[src/rtl/cic_integrator_chain_if.sv]
// I/Q sample bus for the CIC integrator cascade.
// Carries the sample handshake, clear and scaled results.
interface cic_integrator_chain_if #(
  parameter int IN_WIDTH  = 16,
  parameter int OUT_WIDTH = 16
);
  logic                        i_clear;
  logic signed [IN_WIDTH-1:0]  i_inph_data;
  logic signed [IN_WIDTH-1:0]  i_quad_data;
  logic                        i_valid;
  logic                        o_ready;
  logic signed [OUT_WIDTH-1:0] o_inph_data;
  logic signed [OUT_WIDTH-1:0] o_quad_data;
  logic                        o_valid;
  logic                        i_ready;

  modport master (
    output i_clear,
    output i_inph_data,
    output i_quad_data,
    output i_valid,
    output i_ready,
    input  o_ready,
    input  o_inph_data,
    input  o_quad_data,
    input  o_valid
  );

  modport slave (
    input  i_clear,
    input  i_inph_data,
    input  i_quad_data,
    input  i_valid,
    input  i_ready,
    output o_ready,
    output o_inph_data,
    output o_quad_data,
    output o_valid
  );
endinterface

[src/rtl/cic_integrator_chain.sv]
// Multi-stage I/Q integrator cascade for the interpolating CIC.
// Wrapping accumulators, shared valid pipeline, stall and scaler.
module cic_integrator_chain #(
  parameter int IN_WIDTH   = 16,
  parameter int NUM_STAGES = 3,
  parameter int ACC_WIDTH  = 32,
  parameter int OUT_WIDTH  = 16,
  parameter int ROUND_MODE = 0
) (
  input logic                   i_clock,
  input logic                   i_reset,
  cic_integrator_chain_if.slave bus
);
  localparam int D = ACC_WIDTH - OUT_WIDTH;

  typedef logic [ACC_WIDTH-1:0] acc_t;

  if (NUM_STAGES < 1 || NUM_STAGES > 8) begin : g_bad_stages
    $error("cic_integrator_chain: NUM_STAGES out of 1..8");
  end
  if (ACC_WIDTH < IN_WIDTH) begin : g_bad_acc
    $error("cic_integrator_chain: ACC_WIDTH < IN_WIDTH");
  end
  if (OUT_WIDTH > ACC_WIDTH) begin : g_bad_out
    $error("cic_integrator_chain: OUT_WIDTH > ACC_WIDTH");
  end

  acc_t [NUM_STAGES-1:0] inph_acc_q;
  acc_t [NUM_STAGES-1:0] inph_acc_d;
  acc_t [NUM_STAGES-1:0] quad_acc_q;
  acc_t [NUM_STAGES-1:0] quad_acc_d;
  acc_t [NUM_STAGES-1:0] inph_src;
  acc_t [NUM_STAGES-1:0] quad_src;

  logic [NUM_STAGES-1:0] vld_q;
  logic [NUM_STAGES-1:0] vld_d;
  logic [NUM_STAGES-1:0] up_vld;

  logic [OUT_WIDTH-1:0] inph_out_q;
  logic [OUT_WIDTH-1:0] inph_out_d;
  logic [OUT_WIDTH-1:0] quad_out_q;
  logic [OUT_WIDTH-1:0] quad_out_d;
  logic [OUT_WIDTH-1:0] inph_scl;
  logic [OUT_WIDTH-1:0] quad_scl;

  logic out_vld_q;
  logic out_vld_d;

  acc_t inph_ext;
  acc_t quad_ext;

  assign inph_ext = acc_t'($signed(bus.i_inph_data));
  assign quad_ext = acc_t'($signed(bus.i_quad_data));

  // Stage 1 integrates the new sample; later stages the previous accumulator.
  always_comb begin
    inph_src    = '0;
    quad_src    = '0;
    up_vld      = '0;
    inph_src[0] = inph_ext;
    quad_src[0] = quad_ext;
    up_vld[0]   = bus.i_valid;
    for (int s = 1; s < NUM_STAGES; s++) begin
      inph_src[s] = inph_acc_q[s-1];
      quad_src[s] = quad_acc_q[s-1];
      up_vld[s]   = vld_q[s-1];
    end
  end

  if (D == 0) begin : g_pass
    assign inph_scl = inph_acc_q[NUM_STAGES-1];
    assign quad_scl = quad_acc_q[NUM_STAGES-1];
  end else if (ROUND_MODE == 0) begin : g_trunc
    assign inph_scl = inph_acc_q[NUM_STAGES-1][ACC_WIDTH-1:D];
    assign quad_scl = quad_acc_q[NUM_STAGES-1][ACC_WIDTH-1:D];
  end else begin : g_round
    localparam acc_t HALF = acc_t'(1) << (D - 1);
    acc_t inph_rnd;
    acc_t quad_rnd;
    assign inph_rnd = inph_acc_q[NUM_STAGES-1] + HALF;
    assign quad_rnd = quad_acc_q[NUM_STAGES-1] + HALF;
    assign inph_scl = inph_rnd[ACC_WIDTH-1:D];
    assign quad_scl = quad_rnd[ACC_WIDTH-1:D];
  end

  // Advance every token-holding stage unless stalled; clear wins over all.
  always_comb begin
    inph_acc_d = inph_acc_q;
    quad_acc_d = quad_acc_q;
    vld_d      = vld_q;
    inph_out_d = inph_out_q;
    quad_out_d = quad_out_q;
    out_vld_d  = out_vld_q;
    if (bus.i_clear) begin
      inph_acc_d = '0;
      quad_acc_d = '0;
      vld_d      = '0;
      inph_out_d = '0;
      quad_out_d = '0;
      out_vld_d  = 1'b0;
    end else if (bus.i_ready) begin
      for (int s = 0; s < NUM_STAGES; s++) begin
        if (up_vld[s]) begin
          inph_acc_d[s] = inph_acc_q[s] + inph_src[s];
          quad_acc_d[s] = quad_acc_q[s] + quad_src[s];
        end
      end
      vld_d     = up_vld;
      out_vld_d = vld_q[NUM_STAGES-1];
      if (vld_q[NUM_STAGES-1]) begin
        inph_out_d = inph_scl;
        quad_out_d = quad_scl;
      end
    end
  end

  // Accumulator, valid pipeline and output registers.
  always_ff @(posedge i_clock or posedge i_reset) begin
    if (i_reset) begin
      inph_acc_q <= '0;
      quad_acc_q <= '0;
      vld_q      <= '0;
      inph_out_q <= '0;
      quad_out_q <= '0;
      out_vld_q  <= 1'b0;
    end else begin
      inph_acc_q <= inph_acc_d;
      quad_acc_q <= quad_acc_d;
      vld_q      <= vld_d;
      inph_out_q <= inph_out_d;
      quad_out_q <= quad_out_d;
      out_vld_q  <= out_vld_d;
    end
  end

  assign bus.o_ready     = bus.i_ready;
  assign bus.o_inph_data = inph_out_q;
  assign bus.o_quad_data = quad_out_q;
  assign bus.o_valid     = out_vld_q;

endmodule
[src/flat_wrapper.sv]
// flat-port wrapper written by rule: the top's interface ports become plain ports
module cic_integrator_chain_flat 
#(
  parameter int IN_WIDTH   = 16,
  parameter int NUM_STAGES = 3,
  parameter int ACC_WIDTH  = 32,
  parameter int OUT_WIDTH  = 16,
  parameter int ROUND_MODE = 0
)
  (i_clock, i_reset, bus_i_clear, bus_i_inph_data, bus_i_quad_data, bus_i_valid, bus_i_ready, bus_o_ready, bus_o_inph_data, bus_o_quad_data, bus_o_valid);
  cic_integrator_chain_if #(.IN_WIDTH(IN_WIDTH), .OUT_WIDTH(OUT_WIDTH)) bus_i ();
  input logic i_clock;
  input logic i_reset;
  input wire logic [$bits(bus_i.i_clear)-1:0] bus_i_clear;
  input wire logic [$bits(bus_i.i_inph_data)-1:0] bus_i_inph_data;
  input wire logic [$bits(bus_i.i_quad_data)-1:0] bus_i_quad_data;
  input wire logic [$bits(bus_i.i_valid)-1:0] bus_i_valid;
  input wire logic [$bits(bus_i.i_ready)-1:0] bus_i_ready;
  output wire logic [$bits(bus_i.o_ready)-1:0] bus_o_ready;
  output wire logic [$bits(bus_i.o_inph_data)-1:0] bus_o_inph_data;
  output wire logic [$bits(bus_i.o_quad_data)-1:0] bus_o_quad_data;
  output wire logic [$bits(bus_i.o_valid)-1:0] bus_o_valid;
  assign bus_i.i_clear = bus_i_clear;
  assign bus_i.i_inph_data = bus_i_inph_data;
  assign bus_i.i_quad_data = bus_i_quad_data;
  assign bus_i.i_valid = bus_i_valid;
  assign bus_i.i_ready = bus_i_ready;
  assign bus_o_ready = bus_i.o_ready;
  assign bus_o_inph_data = bus_i.o_inph_data;
  assign bus_o_quad_data = bus_i.o_quad_data;
  assign bus_o_valid = bus_i.o_valid;
  cic_integrator_chain #(.IN_WIDTH(IN_WIDTH), .NUM_STAGES(NUM_STAGES), .ACC_WIDTH(ACC_WIDTH), .OUT_WIDTH(OUT_WIDTH), .ROUND_MODE(ROUND_MODE)) u_core (.i_clock(i_clock), .i_reset(i_reset), .bus(bus_i));
endmodule
[config.mk]
export PLATFORM = sky130hd
export DESIGN_NAME = cic_integrator_chain_flat
export DESIGN_NICKNAME = d
export VERILOG_FILES = /design/src/rtl/cic_integrator_chain_if.sv /design/src/rtl/cic_integrator_chain.sv /design/src/flat_wrapper.sv
export SDC_FILE = /design/constraint.sdc
export NUM_CORES = 1
export LEC_CHECK = 0
export BUFFER_PORTS_ARGS = -buffer_cell sky130_fd_sc_hd__buf_4
export CAP_MARGIN = 20
export CORE_ASPECT_RATIO = 0.7
export CORE_MARGIN = 2
export CORE_UTILIZATION = 25
export CTS_CLUSTER_SIZE = 30
export DETAILED_ROUTE_END_ITERATION = 10
export GPL_ROUTABILITY_DRIVEN = 0
export GPL_TIMING_DRIVEN = 0
export PLACE_DENSITY = 0.39
export SLEW_MARGIN = 20
export SYNTH_ARGS = -nofsm -noshare
export SYNTH_HDL_FRONTEND = slang
export SYNTH_SLANG_ARGS = --single-unit
[constraint.sdc]
create_clock -name i_clock -period 9.75 [get_ports i_clock]
set_input_delay 1.4625 -clock i_clock [delete_from_list [all_inputs] [get_ports i_clock]]
set_output_delay 1.4625 -clock i_clock [all_outputs]
set_load 0.01 [all_outputs]
; ---- After elaboration in Yosys (flattened, before gate mapping)
; Cells that the tools add are included.
[totals]
reg_bits = 228
inputBits = 37
output_inout_bits = 34
[op_classes]
add_sub_neg = 6
mux = 20
n_reduce_logical = 9
[op_table]
columns = cell, count
row1 = two-way mux 96 bit, 4
row2 = adder 32 bit, 6
row3 = two-way mux 32 bit, 6
row4 = two-way mux 16 bit, 6
row5 = nonzero test 2 bit, 5
row6 = AND reduction 2 bit, 4
row7 = two-way mux 3 bit, 2
row8 = two-way mux 1 bit, 2

; ---- Logic depth before layout (Yosys ltp)
; Gate-level depths: netlist of the first run.
[depth]
depth_word = 4
depth_mapped = 13
ltp_nobuf = 13

; ---- Least setup slack after synthesis of the first run
; Ideal clock, no wire load.
[synth_timing]
path_kind = in2reg
start = input port bus_i_quad_data[8]
end = register u_core.quad_acc_q[31] (netlist bit)
setup_time_ns = 0.078
arrival_ns = 3.732
t_required_ns = 9.672
path_slack_ns = 5.940
path_stages = 11
cell_sequence = ha_1 > a211oi_1 > nor2_1 > or4b_4 > o211ai_2 > nand2_2 > a41oi_2 > a21oi_1 > xnor2_1 > or3_1 > a21oi_1
[synth_between]
elab_chain_cells = 4
[synth_rtl]
columns = item, line_no
row1 = from (decl), flat_wrapper.sv:16  ; input wire logic [$bits(bus_i.i_quad_data)-1:0] bus_i_quad_data;
row2 = adder 32 bit, cic_integrator_chain.sv:105  ; quad_acc_d[s] = quad_acc_q[s] + quad_src[s];
row3 = two-way mux 32 bit, cic_integrator_chain.sv:103  ; if (up_vld[s]) begin
row4 = two-way mux 96 bit, cic_integrator_chain.sv:101  ; end else if (bus.i_ready) begin
row5 = two-way mux 96 bit, cic_integrator_chain.sv:94  ; if (bus.i_clear) begin
row6 = to (signal assigned), cic_integrator_chain.sv:128  ; quad_acc_q <= quad_acc_d;
row7 = to (decl), cic_integrator_chain.sv:30  ; acc_t [NUM_STAGES-1:0] quad_acc_q;
; No other way between the ends. The select of a mux whose other input is x is not followed.
; A chain may end at the register's enable or synchronous reset.

; ---- Worst setup path after layout of the first run
[layout_timing]
start = input port bus_i_inph_data[1]
end = register u_core.inph_acc_q[29] (netlist bit)
[layout_between]
elab_chain_cells = 4
[layout_rtl]
columns = item, line_no
row1 = from (decl), flat_wrapper.sv:15  ; input wire logic [$bits(bus_i.i_inph_data)-1:0] bus_i_inph_data;
row2 = adder 32 bit, cic_integrator_chain.sv:104  ; inph_acc_d[s] = inph_acc_q[s] + inph_src[s];
row3 = two-way mux 32 bit, cic_integrator_chain.sv:103
row4 = two-way mux 96 bit, cic_integrator_chain.sv:101
row5 = two-way mux 96 bit, cic_integrator_chain.sv:94
row6 = to (signal assigned), cic_integrator_chain.sv:127  ; inph_acc_q <= inph_acc_d;
row7 = to (decl), cic_integrator_chain.sv:28  ; acc_t [NUM_STAGES-1:0] inph_acc_q;
; No other way between the ends. The select of a mux whose other input is x is not followed.

==> run summary, run 1 <==
The setup fix buffers added after clock tree synthesis came out at 0. The simple-gate area share of the yosys netlist is 13.5%. The kind of critical path is in2reg.

The worst pin sits at a relative slew slack of 34.9%. Of the available clock period, the critical path in the final layout requires 42.4%. The area added between synthesis and finish came out at 16.3%. The static power due to leakage is 0.00970 uW.

In the final design database the tool counted 2281 nets. The wire length reported by the detailed router is 53.0 mm. Yosys attributes the largest share of cell area to sky130_fd_sc_hd__dfrtp_1 33%, sky130_fd_sc_hd__ha_1 14%, sky130_fd_sc_hd__nand2_1 5.5%, sky130_fd_sc_hd__a21o_1 5.3%, sky130_fd_sc_hd__o21ai_0 4.7%. The number of placed instances with taps included came out at 2922. Registers take 5710 sq um. The adder-cell area share of the yosys netlist is 14.2%. After synthesis, flip-flops and latches occupy 33.1% of the total area. Data arrives at the worst endpoint at 4550 ps. Counting along the longest clock path gives a buffer depth of 3. The aggregate global routing overflow came out at 0. Per report_power, the combinational group accounts for 15.2% of the total. Counting flops with a built-in enable in the synthesized netlist gives 0. The share of total power dissipated in sequential elements is 38.3%. The worst slack at placement is 5120 ps. In the layout the commonest cells are 254 x sky130_fd_sc_hd__nand2_1, 228 x sky130_fd_sc_hd__dfrtp_1, 186 x sky130_fd_sc_hd__ha_1. Once the clock tree was built, the resizer swapped 0 gates to a different size. The internal power component is 1860 uW. After synthesis, the largest area contributor takes up 33.1% of total cell area.

The data required time at the worst endpoint came out at 10170 ps. Before antenna repair, the detailed router went through 8 iterations. The number of vias after detailed routing is 14625.

The worst setup slack for register-to-register paths is 6180 ps. In the final timing run, aggregate negative setup slack is 0 ps. The final number of max-transition violations is 0. The post-cts hold buffer count is 0. The number of non-filler instances in the completed layout came out at 2977. Max-cap violations in this run came to 0. The count of cell types in the netlist came out at 88. The count of endpoints failing hold in the final timing report was 0. Setup repair after global routing left no endpoint under its margin.

Measured on the finished design, the core utilization comes to 29.4%. The total global-route track usage is 15.0%. Counting the fill cells in the layout gives 7205. The vertical extent of the die came out at 224 microns. The number of global-route vias before repair came out at 14344. The total clock sinks came out at 228. TritonCTS built the clock tree. The switching part of the total is 28.5%. The largest net degree at the start of global routing came out at 87.

The floorplan step set the die width to 318 microns. By area, the combinational part of the netlist is dominated by compound AO/OA/AOI/OAI gates. The top fanout value on the critical path came out at 3. The async set or reset register ratio after synthesis is 100%. After detailed routing, the number of vias per cell comes to 4.91. The most used flip-flop cell after synthesis is sky130_fd_sc_hd__dfrtp_1. Leaving out fill and tap cells, the most frequent cell in the layout is sky130_fd_sc_hd__nand2_1.

The number of storage elements in the synthesis netlist is 228. The count of buffers added on input and output ports is 69. The post-detailed-route DRC marker count is 0.

The global-route wire length before repair came out at 84.8 mm. Counting every instance in the synthesized netlist gives 1948. The number of setup violations in the final report came out at 0.

The net count of the mapped netlist is 2177. The xor and xnor area share after synthesis is 7.94%. The die covers 71000 sq um.

The area of the mapped netlist came out at 17200 sq um. Dividing the detail-routed wire length by the instance count gives 17.8 microns. For this run, the number of Yosys warnings is 0. For this block, the initial DRC count from the detailed router was 971. The post-route cell area came out at 20000 sq um. The slew at the pin with the worst max-slew slack is 976 ps. The worst setup skew after layout came out at 9.67 ps. The CTS H-tree depth is 1. The area of combinational cells with multiple inputs came out at 11100 sq um. The final critical-path required period is 4130 ps. The share of synthesized area spent on multiplexers came out at 0.363%. The number of antenna violations at the first check in global routing came out at 2. Summing all placed instances gives a cell area of 18900 sq um.

The number of buffers created by CTS came out at 30. STA classifies the critical path endpoint as a register. The maximum clock frequency is 242 MHz. The post-synthesis area per instance came out at 8.84 sq um.

The clock latency on the worst-skew pair is 580 ps. The element type at the critical path start is an input pin. The effective utilization at floorplan is 25.3%. The core area is 68200 sq um. The antenna diode count came out at 0.

The fraction of layout instances using a drive strength above 1 is 8.19%. The analysis attributes to net switching a power of 742 uW. The type of the most critical hold path is reg2reg. The remaining number of nets flagged by the antenna check after routing came out at 0. The share of total power dissipated in the clock network is 46.4%. The post-layout worst setup margin came out at 5620 ps.

After clock tree synthesis, the clock-pin slew on the worst setup and hold paths is 60 ps. Of all cell types, the one taking the most synthesized area is sky130_fd_sc_hd__dfrtp_1. The flow ran to the end, and the final reports show no timing, DRC or antenna violations. The count of boundary I/O pins came out at 71. Row generation in the floorplan step produced 80 rows. The detailed placer's ending HPWL is 41.2 mm. The compound-gate portion of the synthesized area is 28.2%. The total power divided by cell area is 130 nW/um^2. The root buffer cell chosen for the clock tree is sky130_fd_sc_hd__clkbuf_16. The worst IR drop on VDD came out at 0.153 mV.
[cells in the mapped netlist (all sizes together), types with 7 or more instances]
| library cell | count |
|---|---|
| a21oi | 146 |
| a21o | 122 |
| inv | 50 |
| dfrtp | 228 |
| and3 | 21 |
| nor2b | 21 |
| o21a | 20 |
| clkbuf | 66 |
| o211ai | 9 |
| o21ai | 258 |
| a22o | 45 |
| or3 | 7 |
| xor2 | 83 |
| xnor2 | 73 |
| a221oi | 7 |
| nand2b | 24 |
| nand4 | 16 |
| nand2 | 255 |
| and2 | 13 |
| o31ai | 17 |
| ha | 186 |
| nand3 | 29 |
| o21bai | 24 |
| nor3 | 22 |
| nor2 | 67 |
| a211oi | 21 |
| a31oi | 25 |
[kinds of logic (layout without fill, tap and decap cells)]
kind of cell             Yosys count  after routing
AND/OR/NAND/NOR                  499            499
buffers and inverters            120            247
multiplexers                       6              6
XOR/XNOR                         156            156
adder cells (fa/ha/maj)          192            192
flip-flops                       228            228
AO/OA/AOI/OAI                    747            747
[layout make-up]
class / count / share of cell area, %
Buffer: 69 / 1.34
Clock buffer: 43 / 4.50
Clock inverter: 12 / 0.850
Inverter: 51 / 0.994
Multi-Input combinational cell: 1600 / 55.3
Sequential cell: 228 / 28.5
Tap cell: 902 / 5.64
Timing Repair Buffer: 72 / 2.92
[state kept, by name, summed over array words and instances, names as in the netlist]
signal / flops
u_core.bus.o_inph_data: 16
u_core.bus.o_quad_data: 16
u_core.bus.o_valid: 1
u_core.inph_acc_q: 96
u_core.quad_acc_q: 96
u_core.vld_q: 3
[metrics by stage]
step / hold WS (ps) / total power, uW
finish: 483 / 2610
global route: 508 / 2740
CTS: 488 / 2650
detailed placement: 476 / 1410
global placement: 466 / 1410
floorplan: 453 / 1290
[worst max-delay path, cell delays in order]
cell and delay (ps):
sky130_fd_sc_hd__buf_4 120, sky130_fd_sc_hd__ha_1 300, sky130_fd_sc_hd__a211oi_1 300, sky130_fd_sc_hd__o21ai_1 160
sky130_fd_sc_hd__a21oi_1 300, sky130_fd_sc_hd__o221ai_1 220, sky130_fd_sc_hd__a211oi_1 770, sky130_fd_sc_hd__o21ai_1 180
sky130_fd_sc_hd__o21a_1 200, sky130_fd_sc_hd__a31oi_1 250, sky130_fd_sc_hd__xor2_1 190, sky130_fd_sc_hd__o21ai_1 80
[power groups by stage]
stage,clock network (uW),registers (uW),logic (uW)
6_report,1210,998,397
5_1_grt,1290,1000,450
4_1_cts,1250,999,400
3_5_place_dp,0,1020,397
3_3_place_gp,0,1020,394
2_1_floorplan,0,1000,287
[metal layers]
metal / wire (microns) / part of all wire (%) / track usage, %
met5: 13 / 0.025 / 0
met3: 2030 / 3.8 / 1.97
met1: 30300 / 57 / 24.4
met2: 19800 / 37 / 20.6
met4: 799 / 1.5 / 2.44
[path summary, 6_finish.rpt]
kind,start,end,depth (start not counted)
max,bus_i_inph_data[1],u_core.inph_acc_q[29],12
min,u_core.quad_acc_q[78],u_core.quad_acc_q[78],2
max reg2reg,u_core.inph_acc_q[1],u_core.inph_acc_q[29],11
min reg2reg,u_core.quad_acc_q[78],u_core.quad_acc_q[78],2
max in group asynchronous,i_reset,u_core.quad_acc_q[38],3
min in group asynchronous,i_reset,u_core.bus.o_inph_data[11],2
Power figures use the tool's default switching activity.
==> run 2: changes to the inputs <==
--- a/config.mk
+++ b/config.mk
@@ -14,7 +14,7 @@
 export DETAILED_ROUTE_END_ITERATION = 10
 export GPL_ROUTABILITY_DRIVEN = 0
 export GPL_TIMING_DRIVEN = 0
-export PLACE_DENSITY = 0.39
+export PLACE_DENSITY = 0.4
 export SLEW_MARGIN = 20
 export SYNTH_ARGS = -nofsm -noshare
 export SYNTH_HDL_FRONTEND = slang
==> constraint.sdc (replaced) <==
create_clock -name i_clock -period 3.6 [get_ports i_clock]
set_input_delay 0.54 -clock i_clock [delete_from_list [all_inputs] [get_ports i_clock]]
set_output_delay 0.54 -clock i_clock [all_outputs]
set_load 0.01 [all_outputs]
==> run summary, run 2 (synthesized netlist as in run 1, its figures left out) <==
The largest stage delay on the critical path is 550 ps (-220 ps). The remaining number of nets flagged by the antenna check after routing came out at 0 (unchanged). The worst setup skew after layout is 16.8 ps (+7.12 ps).

The most common library cell in the layout ignoring fill and taps is sky130_fd_sc_hd__nand2_1. The setup fix buffers added after clock tree synthesis is 0 (unchanged). The slew at the pin with the worst max-slew slack was 1080 ps (+103 ps). The aggregate global routing overflow came out at 0 (unchanged). The detailed-router iteration count before antenna repair is 5 (-3).

The endpoint of the lowest-slack register-to-register path is u_core.inph_acc_q[60]. The element type at the critical path start is a register. The top fanout value on the critical path is 5 (+2). The worst setup slack for register-to-register paths came out at 250 ps (-5930 ps).

Relative to the synthesized area, the layout overhead comes to 17.2%. The count of boundary I/O pins is 71 (unchanged). The number of maximum-capacitance constraint violations came out at 0 (unchanged). The largest registers in the layout are u_core.inph_acc_q x96, u_core.quad_acc_q x96.

Broken down by cell family, the worst path's largest delay share belongs to compound AO/OA/AOI/OAI gates. The kind of critical path is reg2reg. The vertical extent of the die came to 224 microns (unchanged). The beginning of the worst register-to-register path is u_core.inph_acc_q[32]. The number of rows created at floorplan was 80 (unchanged).

The clock period could shrink to 3350 ps. The count of filler cells inserted in the layout was 7184 (-0.29%). The number of buffers created by CTS is 31 (+3.3%). The run finished with clean final reports. The horizontal die dimension is 318 microns (unchanged). The post-detailed-route DRC marker count is 0 (unchanged). The worst IR drop on VDD came out at 0.354 mV (+130%). The CTS H-tree depth came out at 1 (unchanged). The number of cells on the worst reg-to-reg path is 13 (+2). The count of input and output buffers is 69 (unchanged). The number of setup violations in the final report is 0 (unchanged). The area of combinational cells with multiple inputs came out at 11100 sq um (+0.19%). The total power came out at 7130 uW (+170%). The mean routed wirelength per cell is 17.9 microns (+0.48%). The total power divided by cell area is 353 nW/um^2 (+170%). The static power due to leakage is 0.00977 uW (+0.76%). The detailed placer's ending HPWL is 41.9 mm (+1.6%).

The arrival time at the worst endpoint is 3800 ps (-750 ps). The maximum root-to-sink buffer count came out at 3 (unchanged). The largest net degree at the start of global routing is 32 (-63%). The critical path endpoint category is a register. The hold-critical path depth came out at 3 (+1). The count of endpoints failing hold in the final timing report is 0 (unchanged). The global-route wire length before repair was 85.2 mm (+0.52%).

The area taken by flip-flops and latches is 5710 sq um (unchanged). The data required time at the worst endpoint came to 4040 ps (-6130 ps). The post-layout worst setup margin is 246 ps (-5370 ps).

The core area is 68200 sq um (unchanged). The cell chosen for the clock root is sky130_fd_sc_hd__clkbuf_16. The clock latency on the worst-skew pair is 590 ps (about the same). The worst path buffer plus inverter count came out at 1 (unchanged). The total clock sinks came out at 228 (unchanged). The floorplan die area came out at 71000 sq um (unchanged). The final cycle utilization of the critical path came out at 93.2%.

The vias per cell came out at 4.89 (-0.56%). The CTS tree is built. The worst slack at placement came to -147 ps (-5270 ps). The number of antenna violations at the first check in global routing came out at 1 (-1). Counting stages on the worst path, the most repeated cell is sky130_fd_sc_hd__o21ai_1. The number of global-route vias before repair is 14407 (+0.44%). The final number of max-transition violations came out at 0 (unchanged). In the layout the commonest cells are 254 x sky130_fd_sc_hd__nand2_1, 228 x sky130_fd_sc_hd__dfrtp_1, 186 x sky130_fd_sc_hd__ha_1.

The clock-pin slew on the worst setup and hold paths is 60 ps (about the same). The signal on the critical path passes through ha_1 -> inv_1 -> fa_1 -> and2b_1 -> o21ai_1 -> a21boi_2 -> o41ai_2 -> and4bb_1 -> nor3_2 -> o21a_4 -> o211ai_1 -> xnor2_1 -> o21ai_1. The start point of the worst hold path is bus_i_quad_data[0]. The maximum clock frequency came out at 298 MHz. Setup repair after global routing left no endpoint under its margin.

The wire length reported by the detailed router is 53.5 mm (+0.81%). The number of vias after detailed routing is 14592 (-0.23%). The effective utilization at floorplan came out at 25.3% (unchanged). The worst hold endpoint is u_core.quad_acc_q[0]. The initial DRC count is 965 (-0.62%). The worst-case headroom to the max-slew limit is 27.8% (-7.1 points). The total global-route track usage came out at 15.0% (+0.057 points). The standard cell with the maximum stage delay on the critical path is sky130_fd_sc_hd__o41ai_2.

The type of the most critical hold path is in2reg. The fraction of layout instances using a drive strength above 1 came to 8.63% (+0.44 points). The antenna diode count came out at 0 (unchanged). The number of nets in the layout is 2290 (+0.39%).
run 2: tightest hold or removal path, cell delays in order:
cell	delay (ps)
sky130_fd_sc_hd__buf_4	90
sky130_fd_sc_hd__ha_1	120
sky130_fd_sc_hd__a22o_1	110
run 2: worst max path at each step:
stage | from | endpoint | depth (start not counted)
2_1_floorplan | i_reset | u_core.bus.o_inph_data[0] | 1
3_3_place_gp | i_reset | u_core.bus.o_inph_data[12] | 2
3_5_place_dp | bus_i_inph_data[1] | u_core.inph_acc_q[29] | 12
4_1_cts | u_core.inph_acc_q[1] | u_core.inph_acc_q[29] | 11
5_1_grt | u_core.quad_acc_q[32] | u_core.quad_acc_q[58] | 13
6_report | u_core.inph_acc_q[32] | u_core.inph_acc_q[60] | 13
run 2: metrics by stage:
| stage | hold slack [ps] | std cells | setup TNS [ps] | area (sq um) | utilization (%) |
|---|---|---|---|---|---|
| 2_1_floorplan | 453 | 1948 | 0 | 17200 | - |
| 5_1_grt | 307 | 2987 | 0 | 20200 | 29.6 |
| 3_5_place_dp | 475 | 2929 | -213 | 19100 | 28.0 |
| 6_report | 311 | 2987 | 0 | 20200 | 29.6 |
| 3_3_place_gp | 467 | 2919 | -439590 | 18900 | 27.7 |
| 4_1_cts | 280 | 2987 | 0 | 20200 | 29.6 |
run 2: what timing repair did:
action / CTS / global route
setup endpoints to repair: 0 / 7
hold endpoints to repair: 13 / 0
resized for setup: 0 / 4
hold buffers: 1 / 0
run 2: cell type report:
class | count | area share (%)
buffer | 69 | 1.33
timing repair buffer | 80 | 3.64
multi-input combinational | 1600 | 54.9
clock inverter | 17 | 1.10
tap | 902 | 5.59
sequential | 228 | 28.3
inverter | 51 | 0.967
clock buffer | 40 | 4.21
run 2: report_power, final:
| part | leakage, uW | total (uW) | switching (uW) | internal (uW) |
|---|---|---|---|---|
| clock | 0.000524 | 3330 | 1310 | 2010 |
| combinational | 0.00609 | 1100 | 679 | 422 |
| sequential | 0.00316 | 2700 | 77.5 | 2630 |
run 2: layer usage:
layer  GRT usage [%]  routed length, microns  vias to the layer above
met1            24.5                   30700                     6925
met3            1.99                    1910                       55
met4            2.87                     988                        2
li1                -                       -                     7390
met2            20.4                   19800                      220
met5               0                      13                        -
